`config.mk`:
```
export PLATFORM = sky130hd
export DESIGN_NAME = retry_local_fsm_flat
export DESIGN_NICKNAME = d
export VERILOG_FILES = /design/src/rtl/retry_pkg.sv /design/src/rtl/retry_local_fsm_if.sv /design/src/rtl/retry_timeout_timer.sv /design/src/rtl/retry_local_fsm.sv /design/src/flat_wrapper.sv
export SDC_FILE = /design/constraint.sdc
export NUM_CORES = 1
export LEC_CHECK = 0
export CAP_MARGIN = 5
export CORE_MARGIN = 2
export CORE_UTILIZATION = 45
export DETAILED_ROUTE_END_ITERATION = 6
export PLACE_DENSITY_LB_ADDON = 0.08
export SLEW_MARGIN = 5
export SYNTH_ARGS = -nofsm -noshare
export SYNTH_HDL_FRONTEND = slang
export SYNTH_SLANG_ARGS = --single-unit
```
`constraint.sdc`:
```
create_clock -name i_clk -period 4.2 [get_ports i_clk]
set_input_delay 0.42 -clock i_clk [delete_from_list [all_inputs] [get_ports i_clk]]
set_output_delay 0.42 -clock i_clk [all_outputs]
set_load 0.02 [all_outputs]
```
`src/rtl/retry_pkg.sv`:
```
// Shared types and defaults for the link-layer local retry state machine.
package retry_pkg;

  typedef enum logic [2:0] {
    NORMAL     = 3'd0,
    LLRREQ     = 3'd1,
    IDLE       = 3'd2,
    PHY_REINIT = 3'd3,
    ABORT      = 3'd4
  } lrsm_state_e;

  localparam int          CNT_W_DEF         = 5;
  localparam int          TMR_W_DEF         = 13;
  localparam logic [3:0]  PL_ACTIVE_STS_DEF = 4'h1;

endpackage

```
`src/rtl/retry_local_fsm_if.sv`:
```
// Signal bundle between unpacker/controller/register file and the local retry FSM.
interface retry_local_fsm_if #(
  parameter int CNT_W = 5,
  parameter int TMR_W = 13
);
  logic             i_pl_lnk_up;
  logic [3:0]       i_pl_state_sts;
  logic             unpacker_valid_sig;
  logic             unpacker_valid_crc;
  logic             unpacker_ack_seq_flag;
  logic             controller_req_sent_flag;
  logic             controller_inc_time_out_retry;
  logic [CNT_W-1:0] i_register_file_retry_threshold;
  logic [CNT_W-1:0] i_register_file_reinit_threshold;
  logic [TMR_W-1:0] i_register_file_retry_timeout_max_transfers;
  logic             retry_send_req_seq;
  logic             retry_phy_reinit_req;
  logic             retry_link_failure_sig;
  logic             discard_received_flits;
  logic [CNT_W-1:0] retry_num_retry;
  logic [CNT_W-1:0] retry_num_phy_reinit;
  logic             Retry_Threshold_hit;
  logic             REINIT_Threshold_hit;
  logic [2:0]       retry_lrsm_state;

  modport slave (
    input  i_pl_lnk_up, i_pl_state_sts, unpacker_valid_sig, unpacker_valid_crc,
           unpacker_ack_seq_flag, controller_req_sent_flag, controller_inc_time_out_retry,
           i_register_file_retry_threshold, i_register_file_reinit_threshold,
           i_register_file_retry_timeout_max_transfers,
    output retry_send_req_seq, retry_phy_reinit_req, retry_link_failure_sig,
           discard_received_flits, retry_num_retry, retry_num_phy_reinit,
           Retry_Threshold_hit, REINIT_Threshold_hit, retry_lrsm_state
  );

  modport master (
    output i_pl_lnk_up, i_pl_state_sts, unpacker_valid_sig, unpacker_valid_crc,
           unpacker_ack_seq_flag, controller_req_sent_flag, controller_inc_time_out_retry,
           i_register_file_retry_threshold, i_register_file_reinit_threshold,
           i_register_file_retry_timeout_max_transfers,
    input  retry_send_req_seq, retry_phy_reinit_req, retry_link_failure_sig,
           discard_received_flits, retry_num_retry, retry_num_phy_reinit,
           Retry_Threshold_hit, REINIT_Threshold_hit, retry_lrsm_state
  );
endinterface

```
`src/rtl/retry_timeout_timer.sv`:
```
// Saturating tick counter for the RETRY.Ack timeout; hit fires on a tick taken at max.
module retry_timeout_timer #(
  parameter int TMR_W = 13
) (
  input  logic             clk,
  input  logic             rst_n,
  input  logic             clr,
  input  logic             tick,
  input  logic [TMR_W-1:0] tmo_max,
  output logic             hit
);
  localparam logic [TMR_W-1:0] TMR_SAT = '1;

  logic [TMR_W-1:0] count;

  assign hit = tick && (count == tmo_max);

  always_ff @(posedge clk or negedge rst_n) begin
    if (!rst_n)
      count <= '0;
    else if (clr)
      count <= '0;
    else if (tick && (count != TMR_SAT))
      count <= count + TMR_W'(1);
  end
endmodule

```
`src/rtl/retry_local_fsm.sv`:
```
// Local retry state machine: requests RETRY.Req on CRC errors, times out missing acks,
// escalates to PHY re-init and finally to a sticky link failure.
module retry_local_fsm
  import retry_pkg::*;
#(
  parameter int         CNT_W         = CNT_W_DEF,
  parameter int         TMR_W         = TMR_W_DEF,
  parameter logic [3:0] PL_ACTIVE_STS = PL_ACTIVE_STS_DEF
) (
  input logic               i_clk,
  input logic               i_rst_n,
  retry_local_fsm_if.slave  bus
);
  localparam logic [CNT_W-1:0] CNT_MAX = '1;

  lrsm_state_e      state, state_nxt;
  logic [CNT_W-1:0] num_retry, num_retry_nxt, num_reinit, num_reinit_nxt;
  logic             seen_low, seen_low_nxt;
  logic             send_q, send_nxt, prq_q, prq_nxt, fail_q, fail_nxt, dis_q, dis_nxt;
  logic             rhit_q, rhit_nxt, ihit_q, ihit_nxt;
  logic             crc_err, retry_exh, reinit_exh, tmr_clr, tmr_en, tmr_hit;

  function automatic logic [CNT_W-1:0] sat_inc(input logic [CNT_W-1:0] v);
    return (v == CNT_MAX) ? v : v + CNT_W'(1);
  endfunction

  assign crc_err    = bus.unpacker_valid_sig && !bus.unpacker_valid_crc;
  assign retry_exh  = num_retry  >= bus.i_register_file_retry_threshold;
  assign reinit_exh = num_reinit >= bus.i_register_file_reinit_threshold;
  assign tmr_en     = (state == IDLE) && bus.controller_inc_time_out_retry;

  retry_timeout_timer #(.TMR_W(TMR_W)) u_timer (
    .clk     (i_clk),
    .rst_n   (i_rst_n),
    .clr     (tmr_clr),
    .tick    (tmr_en),
    .tmo_max (bus.i_register_file_retry_timeout_max_transfers),
    .hit     (tmr_hit)
  );

  always_comb begin
    state_nxt      = state;
    num_retry_nxt  = num_retry;
    num_reinit_nxt = num_reinit;
    seen_low_nxt   = seen_low;
    tmr_clr        = 1'b1;
    send_nxt       = 1'b0;
    prq_nxt        = 1'b0;
    fail_nxt       = 1'b0;
    dis_nxt        = (state != NORMAL);
    rhit_nxt       = 1'b0;
    ihit_nxt       = 1'b0;
    case (state)
      NORMAL: begin
        if (crc_err) state_nxt = LLRREQ;
      end
      LLRREQ: begin
        if (retry_exh) begin
          if (reinit_exh) begin
            state_nxt = ABORT;
            ihit_nxt  = 1'b1;
          end else begin
            state_nxt      = PHY_REINIT;
            rhit_nxt       = 1'b1;
            num_reinit_nxt = sat_inc(num_reinit);
            num_retry_nxt  = '0;
            seen_low_nxt   = 1'b0;
          end
        end else begin
          send_nxt = 1'b1;
          if (bus.controller_req_sent_flag) begin
            num_retry_nxt = sat_inc(num_retry);
            state_nxt     = IDLE;
          end
        end
      end
      IDLE: begin
        tmr_clr = 1'b0;
        // A same-cycle ack beats the timeout; CRC errors here are deliberately ignored.
        if (bus.unpacker_ack_seq_flag) begin
          state_nxt     = NORMAL;
          num_retry_nxt = '0;
          tmr_clr       = 1'b1;
        end else if (tmr_hit) begin
          state_nxt = LLRREQ;
        end
      end
      PHY_REINIT: begin
        prq_nxt = 1'b1;
        // Only a link that actually dropped and came back ACTIVE counts as re-initialised.
        if (!bus.i_pl_lnk_up)
          seen_low_nxt = 1'b1;
        else if (seen_low && (bus.i_pl_state_sts == PL_ACTIVE_STS))
          state_nxt = LLRREQ;
      end
      ABORT: begin
        fail_nxt = 1'b1;
      end
      default: state_nxt = NORMAL;
    endcase
  end

  always_ff @(posedge i_clk or negedge i_rst_n) begin
    if (!i_rst_n) begin
      state      <= NORMAL;
      num_retry  <= '0;
      num_reinit <= '0;
      seen_low   <= 1'b0;
      send_q     <= 1'b0;
      prq_q      <= 1'b0;
      fail_q     <= 1'b0;
      dis_q      <= 1'b0;
      rhit_q     <= 1'b0;
      ihit_q     <= 1'b0;
    end else begin
      state      <= state_nxt;
      num_retry  <= num_retry_nxt;
      num_reinit <= num_reinit_nxt;
      seen_low   <= seen_low_nxt;
      send_q     <= send_nxt;
      prq_q      <= prq_nxt;
      fail_q     <= fail_nxt;
      dis_q      <= dis_nxt;
      rhit_q     <= rhit_nxt;
      ihit_q     <= ihit_nxt;
    end
  end

  assign bus.retry_send_req_seq     = send_q;
  assign bus.retry_phy_reinit_req   = prq_q;
  assign bus.retry_link_failure_sig = fail_q;
  assign bus.discard_received_flits = dis_q;
  assign bus.retry_num_retry        = num_retry;
  assign bus.retry_num_phy_reinit   = num_reinit;
  assign bus.Retry_Threshold_hit    = rhit_q;
  assign bus.REINIT_Threshold_hit   = ihit_q;
  assign bus.retry_lrsm_state       = state;
endmodule

```
`src/flat_wrapper.sv`:
```
// flat-port wrapper written by rule: the top's interface ports become plain ports
module retry_local_fsm_flat import retry_pkg::*;
#(
  parameter int         CNT_W         = CNT_W_DEF,
  parameter int         TMR_W         = TMR_W_DEF,
  parameter logic [3:0] PL_ACTIVE_STS = PL_ACTIVE_STS_DEF
)
  (i_clk, i_rst_n, bus_i_pl_lnk_up, bus_i_pl_state_sts, bus_unpacker_valid_sig, bus_unpacker_valid_crc, bus_unpacker_ack_seq_flag, bus_controller_req_sent_flag, bus_controller_inc_time_out_retry, bus_i_register_file_retry_threshold, bus_i_register_file_reinit_threshold, bus_i_register_file_retry_timeout_max_transfers, bus_retry_send_req_seq, bus_retry_phy_reinit_req, bus_retry_link_failure_sig, bus_discard_received_flits, bus_retry_num_retry, bus_retry_num_phy_reinit, bus_Retry_Threshold_hit, bus_REINIT_Threshold_hit, bus_retry_lrsm_state);
  retry_local_fsm_if #(.CNT_W(CNT_W), .TMR_W(TMR_W)) bus_i ();
  input logic i_clk;
  input logic i_rst_n;
  input wire logic [$bits(bus_i.i_pl_lnk_up)-1:0] bus_i_pl_lnk_up;
  input wire logic [$bits(bus_i.i_pl_state_sts)-1:0] bus_i_pl_state_sts;
  input wire logic [$bits(bus_i.unpacker_valid_sig)-1:0] bus_unpacker_valid_sig;
  input wire logic [$bits(bus_i.unpacker_valid_crc)-1:0] bus_unpacker_valid_crc;
  input wire logic [$bits(bus_i.unpacker_ack_seq_flag)-1:0] bus_unpacker_ack_seq_flag;
  input wire logic [$bits(bus_i.controller_req_sent_flag)-1:0] bus_controller_req_sent_flag;
  input wire logic [$bits(bus_i.controller_inc_time_out_retry)-1:0] bus_controller_inc_time_out_retry;
  input wire logic [$bits(bus_i.i_register_file_retry_threshold)-1:0] bus_i_register_file_retry_threshold;
  input wire logic [$bits(bus_i.i_register_file_reinit_threshold)-1:0] bus_i_register_file_reinit_threshold;
  input wire logic [$bits(bus_i.i_register_file_retry_timeout_max_transfers)-1:0] bus_i_register_file_retry_timeout_max_transfers;
  output wire logic [$bits(bus_i.retry_send_req_seq)-1:0] bus_retry_send_req_seq;
  output wire logic [$bits(bus_i.retry_phy_reinit_req)-1:0] bus_retry_phy_reinit_req;
  output wire logic [$bits(bus_i.retry_link_failure_sig)-1:0] bus_retry_link_failure_sig;
  output wire logic [$bits(bus_i.discard_received_flits)-1:0] bus_discard_received_flits;
  output wire logic [$bits(bus_i.retry_num_retry)-1:0] bus_retry_num_retry;
  output wire logic [$bits(bus_i.retry_num_phy_reinit)-1:0] bus_retry_num_phy_reinit;
  output wire logic [$bits(bus_i.Retry_Threshold_hit)-1:0] bus_Retry_Threshold_hit;
  output wire logic [$bits(bus_i.REINIT_Threshold_hit)-1:0] bus_REINIT_Threshold_hit;
  output wire logic [$bits(bus_i.retry_lrsm_state)-1:0] bus_retry_lrsm_state;
  assign bus_i.i_pl_lnk_up = bus_i_pl_lnk_up;
  assign bus_i.i_pl_state_sts = bus_i_pl_state_sts;
  assign bus_i.unpacker_valid_sig = bus_unpacker_valid_sig;
  assign bus_i.unpacker_valid_crc = bus_unpacker_valid_crc;
  assign bus_i.unpacker_ack_seq_flag = bus_unpacker_ack_seq_flag;
  assign bus_i.controller_req_sent_flag = bus_controller_req_sent_flag;
  assign bus_i.controller_inc_time_out_retry = bus_controller_inc_time_out_retry;
  assign bus_i.i_register_file_retry_threshold = bus_i_register_file_retry_threshold;
  assign bus_i.i_register_file_reinit_threshold = bus_i_register_file_reinit_threshold;
  assign bus_i.i_register_file_retry_timeout_max_transfers = bus_i_register_file_retry_timeout_max_transfers;
  assign bus_retry_send_req_seq = bus_i.retry_send_req_seq;
  assign bus_retry_phy_reinit_req = bus_i.retry_phy_reinit_req;
  assign bus_retry_link_failure_sig = bus_i.retry_link_failure_sig;
  assign bus_discard_received_flits = bus_i.discard_received_flits;
  assign bus_retry_num_retry = bus_i.retry_num_retry;
  assign bus_retry_num_phy_reinit = bus_i.retry_num_phy_reinit;
  assign bus_Retry_Threshold_hit = bus_i.Retry_Threshold_hit;
  assign bus_REINIT_Threshold_hit = bus_i.REINIT_Threshold_hit;
  assign bus_retry_lrsm_state = bus_i.retry_lrsm_state;
  retry_local_fsm #(.CNT_W(CNT_W), .TMR_W(TMR_W), .PL_ACTIVE_STS(PL_ACTIVE_STS)) u_core (.i_clk(i_clk), .i_rst_n(i_rst_n), .bus(bus_i));
endmodule
```
== After elaboration in Yosys (flattened, before gate mapping) ==
Index checks and enable logic that the tools add are counted.

* Flip-flop bits (word level): 33
* Latch bits: 0
* Memory bits (writable): 0
* ROM bits: 0
* Output and inout port bits: 19
* Word-level logic and storage cells: 87
* Memories kept: 0

* Add/subtract/negate cells: 3
* Multiply operators: 0
* Divide/modulo/power cells: 0
* Magnitude comparators: 2
* Equal/unequal tests: 20
* Shift-type cells: 0
* Multiplexer cells: 33
* Bitwise logic cells: 3
* Reduce and logical (&&, ||, !) cells: 15

{| class="wikitable"
|+ Operators with widths
! operator !! number
|-
| $mux 13 || 2
|-
| $mux 5 || 5
|-
| $mux 3 || 8
|-
| $mux 1 || 15
|-
| $pmux 3 s5 || 1
|-
| $add 13x1->13 const B || 1
|-
| $eq 13x13->1 || 1
|-
| $ne 13x13->1 const B || 1
|-
| $add 5x1->5 const B || 2
|-
| $eq 5x5->1 const B || 2
|-
| $ge 5x5->1 || 2
|-
| $pmux 5 s2 || 1
|-
| $ne 3x2->1 const B || 3
|-
| $ne 2x2->1 const B || 4
|-
| $reduce_and 4->1 || 2
|-
| $eq 3x2->1 const B || 2
|-
| $ne 2x1->1 const B || 3
|-
| $reduce_and 6->1 || 1
|-
| $reduce_bool 2->1 || 3
|-
| $logic_and 1x1->1 || 5
|-
| $reduce_and 5->1 || 1
|-
| $eq 4x1->1 const B || 1
|-
| $eq 3x1->1 const B || 1
|-
| $eq 3x3->1 const B || 1
|-
| 6 further kinds || 8
|}

== Depth between registers and ports, before layout ==
Gate-level depths: netlist of the first run.

* Word-level depth: 6
* Depth in mapped cells: 8
* Gate-level depth less buffers: 8

== Modules after synthesis ==
From an unflattened synthesis of the first run, not the netlist that was laid out.

* Cell total of the unflattened synthesis: 226
* Area, all modules: 2243.4 µm²

{| class="wikitable"
|+ By module, submodules not included
! module !! times used !! cells an instance !! area an instance (µm²) !! sequential area each (µm²)
|-
| retry_local_fsm || 1 || 133 || 1357.6 || 500.5
|-
| retry_timeout_timer || 1 || 93 || 885.8 || 325.3
|}

== Least setup slack after synthesis of the first run ==
No wires, ideal clock.

* Path kind: flip-flop to flip-flop
* From: register u_core.num_reinit[2] (netlist: u_core.bus.retry_num_phy_reinit[2])
* To: register u_core.num_reinit[1] (netlist: u_core.bus.retry_num_phy_reinit[1])
* Arrival time: 1977 ps
* Setup slack: 2096 ps
* Stages on the path, launching flop included: 7
* Buffers on the path: 0
* Cell sequence: dfrtp_1 > ha_1 > a211oi_1 > o21ai_0 > a21o_1 > nor4b_4 > mux2_1

* Longest elaborated chain between the ends: 3

{| class="wikitable"
|+ RTL lines
! element !! line !! text
|-
| start, declared || retry_local_fsm.sv:17 || <nowiki>logic [CNT_W-1:0] num_retry, num_retry_nxt, num_reinit, num_reinit_nxt;</nowiki>
|-
| start signal, assigned || retry_local_fsm.sv:118 || <nowiki>num_reinit <= num_reinit_nxt;</nowiki>
|-
| $ge 5x5->1 / $eq 5x5->1 (equally long branches) || retry_local_fsm.sv:29, retry_local_fsm.sv:24 ||
|-
| $not 1->1 (no source line) || n/a ||
|-
| $reduce_and 4->1 (no source line) (*) || n/a ||
|}

Mark *: on every way between the ends. The rest lies on a longest branch, timed or not.
A chain may end at the register's enable or synchronous reset.

== Worst setup path in the final report of the first run ==
* From: input port bus_i_register_file_retry_threshold[4]
* To: register u_core.num_retry[3] (netlist: u_core.bus.retry_num_retry[3])

* Longest elaborated chain between the ends: 3

{| class="wikitable"
|+ RTL lines
! element !! line !! text
|-
| start, declared || flat_wrapper.sv:19 || <nowiki>input wire logic [$bits(bus_i.i_register_file_retry_threshold)-1:0] bus_i_register_file_retry_threshold;</nowiki>
|-
| $ge 5x5->1 (*) || retry_local_fsm.sv:28 || <nowiki>assign retry_exh = num_retry >= bus.i_register_file_retry_threshold;</nowiki>
|-
| $ne 3x3->1 (no source line) (tied with other cells) || n/a ||
|-
| $reduce_and 5->1 (no source line) / $pmux 5 s2 (equally long branches) || n/a ||
|-
| end signal, assigned || retry_local_fsm.sv:117 || <nowiki>num_retry <= num_retry_nxt;</nowiki>
|-
| end, declared || retry_local_fsm.sv:17 ||
|}

Marks and branches as above.

==> results.md, run 1 <==
* Clock latency on the worst-skew pair at 0.28 ns
* Peak Freq at 429.2 MHz
* Via Count at 1670
* Initial core utilization at 0.4611
* Area of the multi-input gates at 1215 um2
* CP Max Fanout at 9
* CTS resizes at 0
* Top_reg_cell synth: dfrtp_1
* PD cells at 504.9 nW/um2
* DIE HEIGHT at 73.34 um
* Setup CP Type: input pin to flip-flop
* Count leader, synth: dfrtp_1
* Final hold viol count at 0
* GP Congestion at 0.7192
* TritonCTS Buffers at 5
* Clock slew at reported path FFs at 0.06 ns
* DR iter-0 viols at 100
* Area leader, netlist: dfrtp_1
* Total GRT Usage at 0.1741
* Cell Area, Synth at 2163 um2
* RSZ-0062 raised after global routing: false
* Number of setup buffers added after CTS at 0
* CP Capture Type: flip-flop
* Cell Rows at 25
* Routed len/inst at 13.31 um
* FFs w/ async S/R, synth at 1.000
* Worst rel slew slack at 0.6421
* Ys Warns at 0
* Unique masters post-synth at 53
* Area taken by flip-flops and latches at 825.8 um2
* CTS tree: built
* Ant. Diodes at 0
* Maximum VDD drop at 0.3040 mV
* H-tree depth at 2
* Hold buffers post-CTS at 0
* Area Growth Syn to Fin at 30.65%
* Drt via density at 5.268
* Vias in the first global route at 1650
* Startpoint class of the critical path: input pin
* Synth Net Count at 257
* Core ar. at 4692 um2
* First-pass GRT wire length at 7.314 mm
* Die area at 5378 um2
* Share of the synthesized area in the top cell type at 0.3817
* First-pass DRT Iterations at 4
* Syn Inst Count at 207
* Non-Filler Instances at 317
* Sink Count at 33
* Initial antenna violation count at 0
* DR DRC count at 0
* Yosys reg bits at 33
* I/O pin count at 54
* Pwr Total at 1.427 mW
* Final setup viols at 0
* Tcrit/Tclk final at 0.5547
* Critical Path AT at 2.54 ns
* Root Driver: clkbuf_8
* Worst-Margin Slew at 0.5368 ns
* P_leak at 1.248 nW
* Worst Path Required at 4.41 ns
* Tmin final at 2.330 ns
* Slew Limit Fails at 0
* # port buffers at 53
* Clock Tree Buf Depth at 2
* Placed insts at 309
* Hold Path Class: flip-flop to flip-flop
* Setup tns final at 0 ns
* Post-synth EDFFs at 0
* Layout cell share with drive strength beyond 1 at 0.09886
* Status: finished clean
* Fillers at 412
* Final Skew at 0.007404 ns
* Largest net degree at the start of global routing at 34
* Synth top cells by count: dfrtp_1, nor2_1, inv_1, xnor2_1, ha_1
* Nets at 312
* Grt total ovfl at 0
* Routed Antenna Nets at 0
* Seq/Total Area, Yosys at 0.3817
* Post-Route WL at 4.218 mm
* Syn Area/Cell at 10.45 um2
* Dpl hpwl at 3.280 mm
* Die Wd at 73.34 um
* Number of max-cap violations at 0
* Synth area leaders: dfrtp_1, ha_1, xnor2_1, xor2_1, nor2_1
## flip-flops by register name, indices dropped and copies added (netlist names)
name / cells
u_core.bus.Retry_Threshold_hit: 1
u_core.bus.discard_received_flits: 1
u_core.bus.retry_num_phy_reinit: 5
u_core.bus.retry_phy_reinit_req: 1
u_core.bus.retry_send_req_seq: 1
u_core.seen_low: 1
u_core.bus.REINIT_Threshold_hit: 1
u_core.u_timer.count: 13
u_core.bus.retry_link_failure_sig: 1
u_core.bus.retry_lrsm_state: 3
u_core.bus.retry_num_retry: 5
## routing by layer
metal / share of wire / wire length (um) / global-route usage / vias up
met5: 0 / 0 / 0 / -
met4: 0.0095 / 40 / 0.04242 / 0
met3: 0.047 / 199 / 0.04115 / 5
met2: 0.49 / 2058 / 0.2923 / 35
met1: 0.45 / 1919 / 0.2276 / 795
li1: - / - / - / 835
## final timing paths
path                       cells after the start                        endpoint  slack (ns)                              startpoint
min reg2reg                                    2                 u_core.seen_low        0.50                         u_core.seen_low
max in group asynchronous                      2        u_core.u_timer.count[10]        3.35                                 i_rst_n
max                                            9   u_core.bus.retry_num_retry[3]        1.87  bus_i_register_file_retry_threshold[4]
min in group asynchronous                      2         u_core.u_timer.count[3]        0.54                                 i_rst_n
max reg2reg                                    5  u_core.bus.retry_lrsm_state[1]        2.00          u_core.bus.retry_lrsm_state[1]
min                                            2                 u_core.seen_low        0.50                         u_core.seen_low
## area by class of cell
class / instances / share of cell area
clock inverters: 1 / 0.01062
repair buffers: 54 / 0.1903
clock buffers: 7 / 0.03054
inverters: 17 / 0.02258
multi-input cells: 151 / 0.4298
well taps: 54 / 0.02390
flip-flops and latches: 33 / 0.2922
## layout by cell type (no fill, tap or decap), types with 3 or more instances in the layout
| master | count |
|---|---|
| ha_1 | 15 |
| nand2b_1 | 4 |
| and3_1 | 3 |
| nand3_1 | 5 |
| xnor2_1 | 16 |
| inv_1 | 17 |
| nor3b_1 | 3 |
| nand3b_1 | 3 |
| o21ai_1 | 3 |
| nand4_1 | 6 |
| xor2_1 | 11 |
| nor2_1 | 23 |
| dfrtp_1 | 33 |
| clkdlybuf4s50_1 | 53 |
| a21o_1 | 3 |
| clkbuf_8 | 6 |
| nand2_1 | 12 |
## per-stage QoR
stage	hold slack, ns	util	instance area, um2	setup slack, ns
floorplan	0.1244	-	2163	2.096
global placement	0.4745	0.5776	2710	1.610
detailed placement	0.4825	0.5776	2710	1.575
CTS	0.4986	0.6024	2826	1.867
global route	0.5969	0.6024	2826	1.709
finish	0.4990	0.6024	2826	1.870
## power breakdown
| part | leakage (nW) | total [mW] | internal, mW | switching (mW) |
|---|---|---|---|---|
| combinational | 0.752 | 0.648 | 0.318 | 0.330 |
| sequential | 0.437 | 0.473 | 0.385 | 0.0881 |
| clock | 0.0585 | 0.306 | 0.193 | 0.113 |
| total | 1.25 | 1.43 | 0.896 | 0.531 |
## worst max-delay path, stage by stage
cell and delay (ns):
clkdlybuf4s50_1 0.45, inv_1 0.04, ha_1 0.33, and4_1 0.25, a221oi_4 0.34, nand2_4 0.13
nor4_2 0.33, nand4_1 0.13, o21ai_1 0.12
## cells by family after synthesis
logic type	count (synthesis)	synth area share
xor gates and xnor gates	27	0.1093
AOI/OAI and AO/OA	28	0.1209
buffers and inverters	23	0.05668
adders and majority gates	15	0.08676
DFF	33	0.3817
and+or+nand+nor	76	0.2198
muxes	5	0.02487
(Power assumes the default switching activity.)
==> inputs of run 2 (changes only) <==
Clock period 4.2 ns to 2.25 ns, I/O delays scaled along.
==> results.md, run 2 (synthesis gave the netlist of run 1 again) <==
* Status: finished clean
* Most frequent cells in the layout: clkdlybuf4s50_1, dfrtp_1, nor2_1
* Post-layout util at 0.6216 (+0.01920)
* Ant. Diodes at 0 (unchanged)
* Total GRT Usage at 0.1806 (+0.006446)
* CP top delay family: simple AND/OR/NAND/NOR gates
* Register name with the most flops: u_core.u_timer.count
* Initial antenna violation count at 0 (unchanged)
* Routed len/inst at 13.53 um (+1.6%)
* First-pass GRT wire length at 7.527 mm (+2.9%)
* Stages on worst setup path at 7 (-2)
* Routed Antenna Nets at 0 (unchanged)
* Pwr Total at 2.709 mW (+90%)
* Final setup viols at 0 (unchanged)
* PD cells at 928.9 nW/um2 (+84%)
* Hold buffers post-CTS at 0 (unchanged)
* GP Congestion at 0.7364 (+2.4%)
* First-pass DRT Iterations at 4 (unchanged)
* CTS tree: built
* P_leak at 1.313 nW (+5.2%)
* Worst-Margin Slew at 0.4849 ns (-0.05192 ns)
* Die Wd at 73.34 um (unchanged)
* Commonest non-fill, non-tap cell in the layout: clkdlybuf4s50_1
* Via Count at 1712 (+2.5%)
* Number of max-cap violations at 0 (unchanged)
* Max reg flops at 13 (unchanged)
* DR DRC count at 0 (unchanged)
* I/O pin count at 54 (unchanged)
* Worst Path Required at 2.45 ns (-1.96 ns)
* Clock Tree Buf Depth at 2 (unchanged)
* Drt via density at 5.141 (-2.4%)
* Setup CP Type: flip-flop to flip-flop
* # port buffers at 53 (unchanged)
* CTS resizes at 0 (unchanged)
* Dpl ws at -0.1281 ns (-1.703 ns)
* H-tree depth at 2 (unchanged)
* Final hold viol count at 0 (unchanged)
* Clock slew at reported path FFs at 0.07 ns (about the same)
* Startpoint class of the critical path: flip-flop
* Largest net degree at the start of global routing at 34 (unchanged)
* Maximum VDD drop at 0.5881 mV (+93%)
* Sink Count at 33 (unchanged)
* Clock latency on the worst-skew pair at 0.28 ns (about the same)
* Path depth of the worst reg2reg path at 7 (+2)
* Grt total ovfl at 0 (unchanged)
* Worst path buffer plus inverter count at 0 (-2)
* CP Max Fanout at 7 (-2)
* Critical Path AT at 2.31 ns (-0.23 ns)
* Die area at 5378 um2 (unchanged)
* Post-route worst setup slack at 0.1385 ns (-1.732 ns)
* TritonCTS Buffers at 5 (unchanged)
* Tcrit/Tclk final at 0.9385
* Layout cell share with drive strength beyond 1 at 0.1541 (+0.05526)
* Number of setup buffers added after CTS at 0 (unchanged)
* Nets at 328 (+5.1%)
* Slew Limit Fails at 0 (unchanged)
* Dpl hpwl at 3.511 mm (+7.0%)
* Vias in the first global route at 1648 (-0.12%)
* Initial core utilization at 0.4611 (unchanged)
* CP max stage delay at 0.43 ns (-0.02 ns)
* DIE HEIGHT at 73.34 um (unchanged)
* DR iter-0 viols at 85 (-15%)
* Root Driver: clkbuf_8
* RSZ-0062 raised after global routing: true
* Worst rel slew slack at 0.6754 (+0.03325)
* Peak Freq at 473.6 MHz
* Placed insts at 325 (+5.2%)
* CP max-delay cell: dfrtp_1
* Cell Rows at 25 (unchanged)
* Tmin final at 2.112 ns
* Fillers at 415 (+0.73%)
* Area Growth Syn to Fin at 34.82%
* Post-Route WL at 4.504 mm (+6.8%)
* Final Skew at 0.004672 ns (-0.002732 ns)
* CP Capture Type: flip-flop
* Ordered cell list for the critical path: ha_1 > and4_1 > a221oi_4 > nand2_4 > nor2_1 > a211o_1 > mux2i_1
* Hold Path Class: input pin to async pin
* Non-Filler Instances at 333 (+5.0%)
* Core ar. at 4692 um2 (unchanged)
run 2: worst paths after layout:
check	slack [ns]	startpoint	to
worst max register to register	0.14	u_core.bus.retry_num_retry[3]	u_core.bus.retry_lrsm_state[1]
worst max-delay path	0.14	u_core.bus.retry_num_retry[3]	u_core.bus.retry_lrsm_state[1]
worst min-delay path	0.34	i_rst_n	u_core.u_timer.count[4]
worst min register to register	0.50	u_core.seen_low	u_core.seen_low
min in group i_clk	0.50	u_core.seen_low	u_core.seen_low
max in group asynchronous	1.60	i_rst_n	u_core.bus.REINIT_Threshold_hit
run 2: through the flow:
step | area [um2] | hold WS [ns] | TNS (ns)
3_3_place_gp | 2830 | 0.4772 | -0.6300
2_1_floorplan | 2163 | -0.07059 | 0
5_1_grt | 2917 | 0.3756 | -0.009223
6_report | 2917 | 0.3406 | 0
3_5_place_dp | 2830 | 0.4987 | -1.007
4_1_cts | 2917 | 0.3554 | 0
run 2: area by class of cell:
cell class | instances | area (um2) | share of cell area
sequential | 33 | 825.8 | 0.2831
clock buffer | 5 | 68.82 | 0.02360
timing repair buffer | 70 | 658.1 | 0.2257
tap | 54 | 67.56 | 0.02317
clock inverter | 3 | 17.52 | 0.006006
multi-input combinational | 151 | 1215 | 0.4166
inverter | 17 | 63.81 | 0.02188
run 2: where the power goes:
part | internal [mW] | switching (mW)
Sequential | 0.719 | 0.109
Clock | 0.213 | 0.222
Combinational | 0.732 | 0.715
Total | 1.66 | 1.05
run 2: per-layer routing:
layer / vias to the layer above / GRT usage / share of wire
met1: 796 / 0.2376 / 0.47
met3: 8 / 0.03704 / 0.053
met4: 0 / 0.06667 / 0.017
li1: 866 / - / -
met2: 42 / 0.2943 / 0.46
met5: - / 0 / 0
==> inputs of run 3 (changes only) <==
Settings changed: CORE_ASPECT_RATIO set to 1.1.
==> results.md, run 3 (synthesis gave the netlist of run 1 again) <==
* Status: finished clean
* RSZ-0062 raised after global routing: false
* Final hold viol count at 0 (unchanged)
* Register name with the most flops: u_core.u_timer.count
* Cell Rows at 26 (+4.0%)
* Routed Antenna Nets at 0 (unchanged)
* CTS tree: built
* Pwr Total at 2.752 mW (+1.6%)
* CP Max Fanout at 6 (-1)
* PD cells at 931.4 nW/um2 (+0.27%)
* Root Driver: clkbuf_8
* Grt total ovfl at 0 (unchanged)
* Largest net degree at the start of global routing at 34 (unchanged)
* GR peak layer: met2
* Routed len/inst at 13.40 um (-0.91%)
* Nets at 331 (+0.91%)
* # port buffers at 53 (unchanged)
* Ant. Diodes at 0 (unchanged)
* Hold buffers post-CTS at 0 (unchanged)
* Final Skew at 0.007402 ns (+0.002730 ns)
* Max reg flops at 13 (unchanged)
* TritonCTS Buffers at 5 (unchanged)
* Worst Path Required at 2.47 ns (+0.02 ns)
* DR iter-0 viols at 44 (-48%)
* Met3 usage at 0.04468 (+0.007641)
* Reg-to-reg endpoint: u_core.bus.retry_num_retry[3]
* Placed insts at 330 (+1.5%)
* Routing usage on met2 at 0.2876 (-0.006675)
* Via Count at 1715 (+0.18%)
* CTS resizes at 0 (unchanged)
* Sink Count at 33 (unchanged)
* Initial antenna violation count at 0 (unchanged)
* Setup CP Type: flip-flop to flip-flop
* Startpoint class of the critical path: flip-flop
* R2R Path Start: u_core.bus.retry_num_retry[4]
* Path depth of the worst reg2reg path at 8 (+1)
* Vias in the first global route at 1698 (+3.0%)
* P_leak at 1.333 nW (+1.6%)
* Slew Limit Fails at 0 (unchanged)
* Hold Path Class: input pin to async pin
* Tmin final at 2.062 ns (-0.04971 ns)
* Worst-Margin Slew at 0.4654 ns (-0.01956 ns)
* Tcrit/Tclk final at 0.9164 (-0.02209)
* Clock latency on the worst-skew pair at 0.29 ns (about the same)
* Layout cell share with drive strength beyond 1 at 0.1631 (+0.008999)
* Core ar. at 4652 um2 (-0.85%)
* GP Congestion at 0.7661 (+4.0%)
* Maximum VDD drop at 0.5648 mV (-4.0%)
* Dpl hpwl at 3.428 mm (-2.4%)
* Initial core utilization at 0.4650 (+0.003968)
* Most frequent cells in the layout: clkdlybuf4s50_1, dfrtp_1, nor2_1
* Area Growth Syn to Fin at 36.55%
* Die Wd at 70.11 um (-4.4%)
* Clock slew at reported path FFs at 0.07 ns (about the same)
* First-pass DRT Iterations at 4 (unchanged)
* Clock Tree Buf Depth at 2 (unchanged)
* DR DRC count at 0 (unchanged)
* CP Capture Type: flip-flop
* Total GRT Usage at 0.1786 (-0.001978)
* Critical Path AT at 2.28 ns (-0.03 ns)
* Number of setup buffers added after CTS at 0 (unchanged)
* Worst rel slew slack at 0.6884 (+0.01309)
* Final setup viols at 0 (unchanged)
* First-pass GRT wire length at 7.652 mm (+1.7%)
* DIE HEIGHT at 76.72 um (+4.6%)
* Internal reg-to-reg setup slack at 0.19 ns (+0.05 ns)
* I/O pin count at 54 (unchanged)
* Post-Route WL at 4.530 mm (+0.58%)
* Peak Freq at 485.0 MHz (+2.4%)
* Drt via density at 5.074 (-1.3%)
* Number of max-cap violations at 0 (unchanged)
* Commonest non-fill, non-tap cell in the layout: clkdlybuf4s50_1
* Die area at 5379 um2 (about the same)
* Non-Filler Instances at 338 (+1.5%)
* H-tree depth at 2 (unchanged)
* M1 GR Usage at 0.2322 (-0.005367)
==> run 3: cell count changes in the layout (fill, tap and decap cells not counted), sizes merged <==
cell / before / now
buf: 17 / 20
clkbuf: 5 / 7
clkinv: 2 / 0
==> run 3: through the flow <==
stage | setup WS [ns] | hold slack, ns | instance area, um2 | TNS, ns | util
6_report | 0.1882 | 0.3382 | 2954 | 0 | 0.6350
5_1_grt | 0.01121 | 0.4087 | 2954 | 0 | 0.6350
4_1_cts | 0.1638 | 0.3605 | 2939 | 0 | 0.6318
3_5_place_dp | -0.1312 | 0.4839 | 2855 | -1.050 | 0.6138
3_3_place_gp | -0.1087 | 0.4741 | 2855 | -0.6820 | 0.6138
2_1_floorplan | 0.1457 | -0.07059 | 2163 | 0 | -
==> run 3: metal layers <==
| metal | vias up | routed length (um) |
|---|---|---|
| met5 | - | 0 |
| met2 | 43 | 2119 |
| li1 | 881 | - |
| met4 | 0 | 70 |
| met3 | 6 | 236 |
| met1 | 785 | 2105 |
==> run 3: worst max-delay path, stage by stage, from the launching register on <==
cell      delay, ns
dfrtp_1        0.40
ha_1           0.32
and4_1         0.23
a221oi_4       0.33
nand2_4        0.12
buf_4          0.17
a311oi_1       0.25
o21ai_1        0.08
o21ai_1        0.08
==> run 3: layout make-up <==
type                    count  area [um2]
repair buffers             73       680.7
multi-input cells         151        1230
well taps                  56       70.07
inverters                  17       63.81
clock buffers               7       76.32
flip-flops and latches     33       825.8
clock inverters             1       7.507
fillers                   429        1698
==> run 3: how the worst max path moves through the flow <==
| stage | start | endpoint |
|---|---|---|
| after CTS | u_core.bus.retry_num_phy_reinit[2] | u_core.bus.retry_num_retry[4] |
| after detailed placement | bus_i_register_file_retry_threshold[4] | u_core.bus.retry_num_retry[3] |
| final | u_core.bus.retry_num_retry[4] | u_core.bus.retry_num_retry[3] |
| after global placement | bus_i_register_file_reinit_threshold[2] | u_core.bus.retry_num_phy_reinit[4] |
| after global routing | bus_i_register_file_reinit_threshold[2] | u_core.bus.retry_num_retry[0] |
| after floorplan | u_core.bus.retry_num_phy_reinit[2] | u_core.bus.retry_num_phy_reinit[1] |
==> run 3: power by group <==
group,switching (mW),internal (mW)
Combinational,0.721,0.753
Clock,0.218,0.219
Sequential,0.123,0.718
Total,1.06,1.69
